===== src/rtl/bus_master_seq.sv =====
// bus_master_seq: queued initiator for the single-outstanding trans/ready bus.
// Commands are buffered, issued one at a time, and answered in order.
module bus_master_seq #(
  parameter int FIFO_DEPTH = 4,
  parameter int TIMEOUT    = 16
) (
  input  logic        clk,
  input  logic        rst,
  input  logic        cmd_valid,
  output logic        cmd_ready,
  input  logic        cmd_write,
  input  logic [31:0] cmd_addr,
  input  logic [31:0] cmd_wdata,
  output logic        rsp_valid,
  input  logic        rsp_ready,
  output logic        rsp_write,
  output logic [31:0] rsp_rdata,
  output logic        rsp_err,
  output logic        trans,
  output logic        write,
  output logic [31:0] addr,
  output logic [31:0] wdata,
  input  logic [31:0] rdata,
  input  logic        ready,
  output logic        busy
);

  localparam int AW = $clog2(FIFO_DEPTH);
  localparam int CW = $clog2(TIMEOUT + 1);
  localparam logic [AW:0] PONE = (AW+1)'(1);
  localparam logic [CW-1:0] CLAST = CW'(TIMEOUT - 1);

  typedef enum logic [1:0] {IDLE, REQ, GAP} state_e;

  state_e state_q, state_d;

  logic [AW:0]   wptr_q, wptr_d;
  logic [AW:0]   rptr_q, rptr_d;
  logic [64:0]   mem_q [0:FIFO_DEPTH-1];
  logic [64:0]   head;
  logic          empty, full, push, pop;

  logic [CW-1:0] cnt_q, cnt_d;
  logic          trans_q, trans_d;
  logic          write_q, write_d;
  logic [31:0]   addr_q, addr_d;
  logic [31:0]   wdata_q, wdata_d;
  logic          rsp_valid_q, rsp_valid_d;
  logic          rsp_write_q, rsp_write_d;
  logic [31:0]   rsp_rdata_q, rsp_rdata_d;
  logic          rsp_err_q, rsp_err_d;
  logic          busy_q, busy_d;

  assign empty = (wptr_q == rptr_q);
  assign full  = (wptr_q[AW] != rptr_q[AW]) &&
                 (wptr_q[AW-1:0] == rptr_q[AW-1:0]);

  // Held low through reset so nothing is accepted before the queue is live.
  assign cmd_ready = ~rst & ~full;
  assign push      = cmd_valid & cmd_ready;
  assign head      = mem_q[rptr_q[AW-1:0]];

  assign wptr_d = push ? wptr_q + PONE : wptr_q;
  assign rptr_d = pop  ? rptr_q + PONE : rptr_q;

  always_ff @(posedge clk) begin
    if (push) mem_q[wptr_q[AW-1:0]] <= {cmd_write, cmd_addr, cmd_wdata};
  end

  always_comb begin
    state_d     = state_q;
    cnt_d       = cnt_q;
    trans_d     = trans_q;
    write_d     = write_q;
    addr_d      = addr_q;
    wdata_d     = wdata_q;
    rsp_valid_d = rsp_valid_q;
    rsp_write_d = rsp_write_q;
    rsp_rdata_d = rsp_rdata_q;
    rsp_err_d   = rsp_err_q;
    pop         = 1'b0;

    if (rsp_valid_q && rsp_ready) rsp_valid_d = 1'b0;

    unique case (state_q)
      IDLE: begin
        if (!empty && !rsp_valid_q) begin
          pop     = 1'b1;
          write_d = head[64];
          addr_d  = head[63:32];
          wdata_d = head[31:0];
          trans_d = 1'b1;
          cnt_d   = '0;
          state_d = REQ;
        end
      end
      REQ: begin
        // ready beats the timeout when both land on the same edge
        if (ready) begin
          rsp_valid_d = 1'b1;
          rsp_write_d = write_q;
          rsp_rdata_d = write_q ? 32'h0 : rdata;
          rsp_err_d   = 1'b0;
          trans_d     = 1'b0;
          state_d     = GAP;
        end else if (cnt_q == CLAST) begin
          rsp_valid_d = 1'b1;
          rsp_write_d = write_q;
          rsp_rdata_d = 32'h0;
          rsp_err_d   = 1'b1;
          trans_d     = 1'b0;
          state_d     = GAP;
        end else begin
          cnt_d = cnt_q + CW'(1);
        end
      end
      GAP: state_d = IDLE;
      default: state_d = IDLE;
    endcase

    busy_d = (wptr_d != rptr_d) || (state_d != IDLE);
  end

  always_ff @(posedge clk or posedge rst) begin
    if (rst) begin
      state_q     <= IDLE;
      wptr_q      <= '0;
      rptr_q      <= '0;
      cnt_q       <= '0;
      trans_q     <= 1'b0;
      write_q     <= 1'b0;
      addr_q      <= '0;
      wdata_q     <= '0;
      rsp_valid_q <= 1'b0;
      rsp_write_q <= 1'b0;
      rsp_rdata_q <= '0;
      rsp_err_q   <= 1'b0;
      busy_q      <= 1'b0;
    end else begin
      state_q     <= state_d;
      wptr_q      <= wptr_d;
      rptr_q      <= rptr_d;
      cnt_q       <= cnt_d;
      trans_q     <= trans_d;
      write_q     <= write_d;
      addr_q      <= addr_d;
      wdata_q     <= wdata_d;
      rsp_valid_q <= rsp_valid_d;
      rsp_write_q <= rsp_write_d;
      rsp_rdata_q <= rsp_rdata_d;
      rsp_err_q   <= rsp_err_d;
      busy_q      <= busy_d;
    end
  end

  assign trans     = trans_q;
  assign write     = write_q;
  assign addr      = addr_q;
  assign wdata     = wdata_q;
  assign rsp_valid = rsp_valid_q;
  assign rsp_write = rsp_write_q;
  assign rsp_rdata = rsp_rdata_q;
  assign rsp_err   = rsp_err_q;
  assign busy      = busy_q;

endmodule


===== config.mk =====
export PLATFORM = sky130hd
export DESIGN_NAME = bus_master_seq
export DESIGN_NICKNAME = d
export VERILOG_FILES = /design/src/rtl/bus_master_seq.sv
export SDC_FILE = /design/constraint.sdc
export NUM_CORES = 1
export LEC_CHECK = 0
export CORE_MARGIN = 1.5
export CORE_UTILIZATION = 57
export CTS_CLUSTER_DIAMETER = 50
export DETAILED_ROUTE_END_ITERATION = 12
export DONT_BUFFER_PORTS = 1
export HOLD_SLACK_MARGIN = 0.1
export PLACE_DENSITY = 0.72
export RECOVER_POWER = 50
export SLEW_MARGIN = 30
export SYNTH_ARGS = -nofsm -noshare
export SYNTH_HDL_FRONTEND = slang
export SYNTH_SLANG_ARGS = --single-unit

===== constraint.sdc =====
create_clock -name clk -period 3.2 [get_ports clk]
set_input_delay 0.32 -clock clk [delete_from_list [all_inputs] [get_ports clk]]
set_output_delay 0.32 -clock clk [all_outputs]
set_load 0.005 [all_outputs]

# Word-level counts from Yosys, hierarchy flattened
# Memory sizes are Yosys's and may differ from the RTL's. A register that Yosys moved wholly into a read port is not among the register bits.
# Cells that the tools add are included.
# word_totals
reg_bits	50
latchBits	0
ramBits	260
romBits	0
input_bits	102
wordCells	71
n_memories	1
# memory_table
name	words	word_bits	rd	rd_ports_with_merged_regs	write_ports	line	rtl
mem_q	4	65	1	1	1	39	logic [64:0] mem_q [0:FIFO_DEPTH-1];
# classes
addsub	3
mul	0
div	0
n_lt_le_gt_ge	0
eq_ne	10
shift	0
mux	29
n_bitwise	4
reduce_logical	14
# op_table
op	n
two-way mux 32 bit	3
two-way mux 1 bit	15
two-way mux 5 bit	3
one-hot mux 5 bit (2 select lines)	1
adder 3 x 1 -> 3 bit, second input constant	2
two-way mux 2 bit	3
two-way mux 3 bit	2
!= test 2 bit, second input constant	3
nonzero test 2 bit	3
adder 5 x 1 -> 5 bit, second input constant	1
== test 5 x 4 -> 1 bit, second input constant	1
one-hot mux 2 bit (2 select lines)	1
AND reduction 2 bit	2
AND reduction 4 bit	1
== test 3 bit	1
logical AND 1 bit	3
!= test 3 bit	1
!= test 3 bit, second input constant	1
AND reduction 3 bit	1
AND 1 bit	2
== test 2 x 1 -> 1 bit, second input constant	1
== test 2 bit	1
logical NOT 1 bit	2
logical NOT 2 bit	1
other kinds (4)	5

# Depth between registers and ports, before layout
# logic_depth
ltp_word	8
depth_mapped	7

# Worst setup path after synthesis
# No wires, ideal clock.
# synth_path
path_type	reg-to-reg
start	register wptr_q[1]
end	memory mem_q[2][0], enable pin
t_arrival_ns	2.563
required_time_ns	2.770
slack_ns	0.207
path_stages_with_launch	4
n_path_buf	0
path_cell_list	dfrtp_1 xnor2_4 a31oi_2 and2_1
# synth_via
elab_chain_cells	7
# synth_lines
element	line	rtl
start: declaration	37	logic [AW:0] wptr_q, wptr_d;
start signal: assignment	141	wptr_q <= wptr_d;
== test 2 bit	56	(wptr_q[AW-1:0] == rptr_q[AW-1:0]);
logical AND 1 bit	55	assign full = (wptr_q[AW] != rptr_q[AW]) &&
NOT 1 bit	59	assign cmd_ready = ~rst & ~full;
AND 1 bit	59	
AND 1 bit	60	assign push = cmd_valid & cmd_ready;
two-way mux 1 bit	67	if (push) mem_q[wptr_q[AW-1:0]] <= {cmd_write, cmd_addr, cmd_wdata};
two-way mux 1 bit (implied by the code)	67	
end: declaration	39	
# Parallel ways exist; a longest one is shown, timed or not.

# Worst setup path in the final report
# layout_path
start	register rptr_q[1]
end	memory mem_q[1][39], enable pin
# layout_via
elab_chain_cells	7
# layout_lines
element	line	rtl
start: declaration	38	logic [AW:0] rptr_q, rptr_d;
start signal: assignment	142	rptr_q <= rptr_d;
== test 2 bit	56	
logical AND 1 bit	55	
NOT 1 bit	59	
AND 1 bit	59	
AND 1 bit	60	
two-way mux 1 bit	67	
two-way mux 1 bit (implied by the code)	67	
# Every way passes these cells.

==> impl_metrics.yaml <==
placed_design:
  io_buffers: 0
  dp.cells: 947
  place_congestion: 0.828
  hpwl_um: 14800
flow_run:
  maxCapViolCount: 1
detailed_routing:
  via_per_inst: 5.83
  drt_iter0_markers: 456
  drc: 0
  routed_wl_um: 25100
  post_drt_wl_per_cell_um: 22.5
  routed-via-count: 6512
  dr.pass1.iters: 5
  drtAntennaViolNets: 0
yosys:
  netlist_top_cells_count: "edfxtp_1 (260), dfrtp_1 (115), mux2_2 (68), mux4_2 (65), a22o_1 (32)"
  yosysMostFrequentCell: "edfxtp_1"
  synthXorXnorAreaFrac_pct: 0.901
  ys_warn_count: 0
  synth_area_per_cell_sq_um: 21.6
  yosysSeqAreaShare_pct: 76.9
  netlist_area_sq_um: 13900
  syn_nets: 753
  synth_compound_gate_area_share_pct: 3.02
  synthAdderAreaFrac_pct: 0.631
  synth_cell_types: 40
  synthFlopType: "edfxtp_1"
  yosys-mux-area-fraction_pct: 16.2
  synthSimpleGateAreaFrac_pct: 1.20
  synth_edf_count: 260
  synth_top_family_by_area: "multiplexers"
  synthArstFlopShare_pct: 30.7
  synthCells: 644
  synth-seq-cells: 375
  yosys-top-cells-area: "edfxtp_1 (56%), dfrtp_1 (21%), mux4_2 (11%)"
  yosys.area.top_type: "edfxtp_1"
  synth_top_area_share_pct: 56.2
grt:
  grtUsageTotal_pct: 20.3
  grt_pass1_wl_um: 39600
  grt_max_degree: 86
  overflow: 0
  antenna_found_initial: 1
  grt_pass1_vias: 7003
power_and_ir_drop:
  powerDensity_nw_per_um2: 926
  p_leak_nw: 5.92
  ir_worst_vdd_v: 0.000569
finish:
  final_cells: 1117
  area_growth_pct: 19.7
  num-nets-final: 877
  drive_above_1_share_pct: 27.6
  n_fill_cell: 1460
sta:
  maxSlewViolCount: 31
  relSlewSlack_pct: -4.96
  tightest_slew_ns: 1.57
  skew_ns: 0.0224
  clock.fmax_mhz: 405
  setup_violations: 0
  period_share_pct: 77.1
  min_period_ns: 2.47
  rsz0062_at_grt: "no"
  finalHoldViolations: 0
  tns_ns: 0
die:
  die_h_um: 159
  die-area_sq_um: 25300
  start_util_pct: 58.6
  io-pin-count: 205
  die_w_um: 159
  core_sq_um: 23700
  rows: 56
setup_path:
  crit_chain: "xnor2_4, a31oi_2, and2_4, buf_4"
  path_max_fanout: 37
  cp-end-kind: "flip-flop"
  max_stage_delay_ns: 0.62
  crit_path_top_delay_cell: "dfrtp_4"
  crit_arrival_ns: 2.68
  rr_worst_depth: 4
  reg2reg_from: "rptr_q[1]"
  crit_path_start_kind: "flip-flop"
  critPathRequiredTime_ns: 3.42
  crit_type: "flip-flop to flip-flop"
  r2r_slack_ns: 0.73
  startpoint: "rptr_q[1]"
clock_tree:
  htreeDepth: 2
  clk_pin_slew_ns: 0.06
  cts.sinks: 375
  clockBufferDepth: 3
  cts_post_setup_buffers_inserted: 0
  clock_latency_ns: 0.52
  root_buffer: "clkbuf_16"
  cts_tree: "done"
  cts_buffers: 38
status:
  status: "finished, violations left"
  violations: "capacitance limit, slew limit"
hold_path:
  min_path_type: "input pin to flip-flop"
  worstHoldStart: "ready"
  hold_depth: 4
-- worst paths after layout --
| path | endpoint |
|---|---|
| min in group asynchronous | rptr_q[1] |
| min | cnt_q[3] |
| max in group asynchronous | cnt_q[0] |
| max reg2reg | mem_q[1][39] |
| min reg2reg | cnt_q[4] |
| max | mem_q[1][39] |
-- timing repair --
action / in CTS / in global routing
endpoints found under the hold margin: 325 / 0
hold buffers: 100 / 0
resized for setup: 0 / 0
-- worst max-delay path, delay by kind of cell (launching register included) --
kind / cells / cell delay (ns)
DFF: 1 / 0.62
and+or+nand+nor: 1 / 0.59
AOI/OAI and AO/OA: 1 / 0.42
buffers and inverters: 1 / 0.30
xor gates and xnor gates: 1 / 0.23
-- report_power, final --
| part | switching [mW] | total, mW | internal, mW |
|---|---|---|---|
| registers | 0.701 | 7.03 | 6.33 |
| clock network | 1.77 | 4.43 | 2.66 |
| logic | 1.84 | 3.95 | 2.11 |
| total | 4.31 | 15.4 | 11.1 |
-- registers in the layout, summed over array words and instances, names as in the netlist, 2 cells and up --
name       cells
mem_q        260
cnt_q          5
addr          32
state_q        2
rptr_q         3
wptr_q         3
rsp_rdata     32
wdata         32
-- layer usage --
| metal | global-route usage [%] | vias to the layer above | wire (um) |
|---|---|---|---|
| met5 | 0 | - | 0 |
| met4 | 5.70 | 0 | 477 |
| met3 | 5.47 | 44 | 2060 |
| met2 | 33.8 | 278 | 12700 |
| met1 | 26.6 | 3344 | 9900 |
| li1 | - | 2846 | - |
-- through the flow --
step | power, mW | hold WS, ns | util [%] | area, sq um | setup WS, ns
6_report | 15.4 | 0.177 | 70.2 | 16600 | 0.732
5_1_grt | 16.1 | 0.188 | 70.2 | 16600 | 0.594
4_1_cts | 15.6 | 0.160 | 70.2 | 16600 | 0.654
3_5_place_dp | 11.0 | 0.359 | 60.6 | 14400 | 0.687
3_3_place_gp | 10.8 | 0.343 | 60.6 | 14400 | 0.779
2_1_floorplan | 10.0 | 0.406 | - | 13900 | 0.207
-- kinds of logic after synthesis --
logic type	count (synthesis)
and+or+nand+nor	30
xor gates and xnor gates	10
buffers and inverters	37
AOI/OAI and AO/OA	51
adders and majority gates	7
DFF	375
muxes	134
-- cells in the final DEF, fill, tap and decap left out, types with 2 or more instances in the layout --
master           n
edfxtp_1       260
dfrtp_1        113
dlygate4sd3_1  100
mux2_2          68
mux4_2          65
clkbuf_16       39
a22o_1          32
inv_1            8
ha_1             7
xor2_1           6
clkinv_2         6
buf_4            6
buf_12           6
nand2_1          5
o21ai_0          5
nor2_1           4
and2_4           4
a21oi_1          4
bufinv_16        4
clkbuf_1         4
clkbuf_8         4
clkinv_1         4
nand3_1          3
clkinv_4         3
xnor2_4          2
xnor2_1          2
or3_1            2
nand2b_1         2
and3_1           2
nor3_1           2
a31oi_1          2
inv_6            2
clkinvlp_4       2
dfrtp_4          2
-- area by class of cell --
| type | instances | area [sq um] | area share [%] |
|---|---|---|---|
| flip-flops and latches | 375 | 10700 | 64.3 |
| multi-input cells | 232 | 3060 | 18.4 |
| clock buffers | 47 | 1050 | 6.29 |
| diodes | 1 | 2.50 | 0.0150 |
| repair buffers | 112 | 1170 | 7.01 |
| well taps | 319 | 399 | 2.40 |
| clock inverters | 22 | 230 | 1.38 |
| inverters | 9 | 35.0 | 0.211 |
Power figures use the tool's default switching activity.
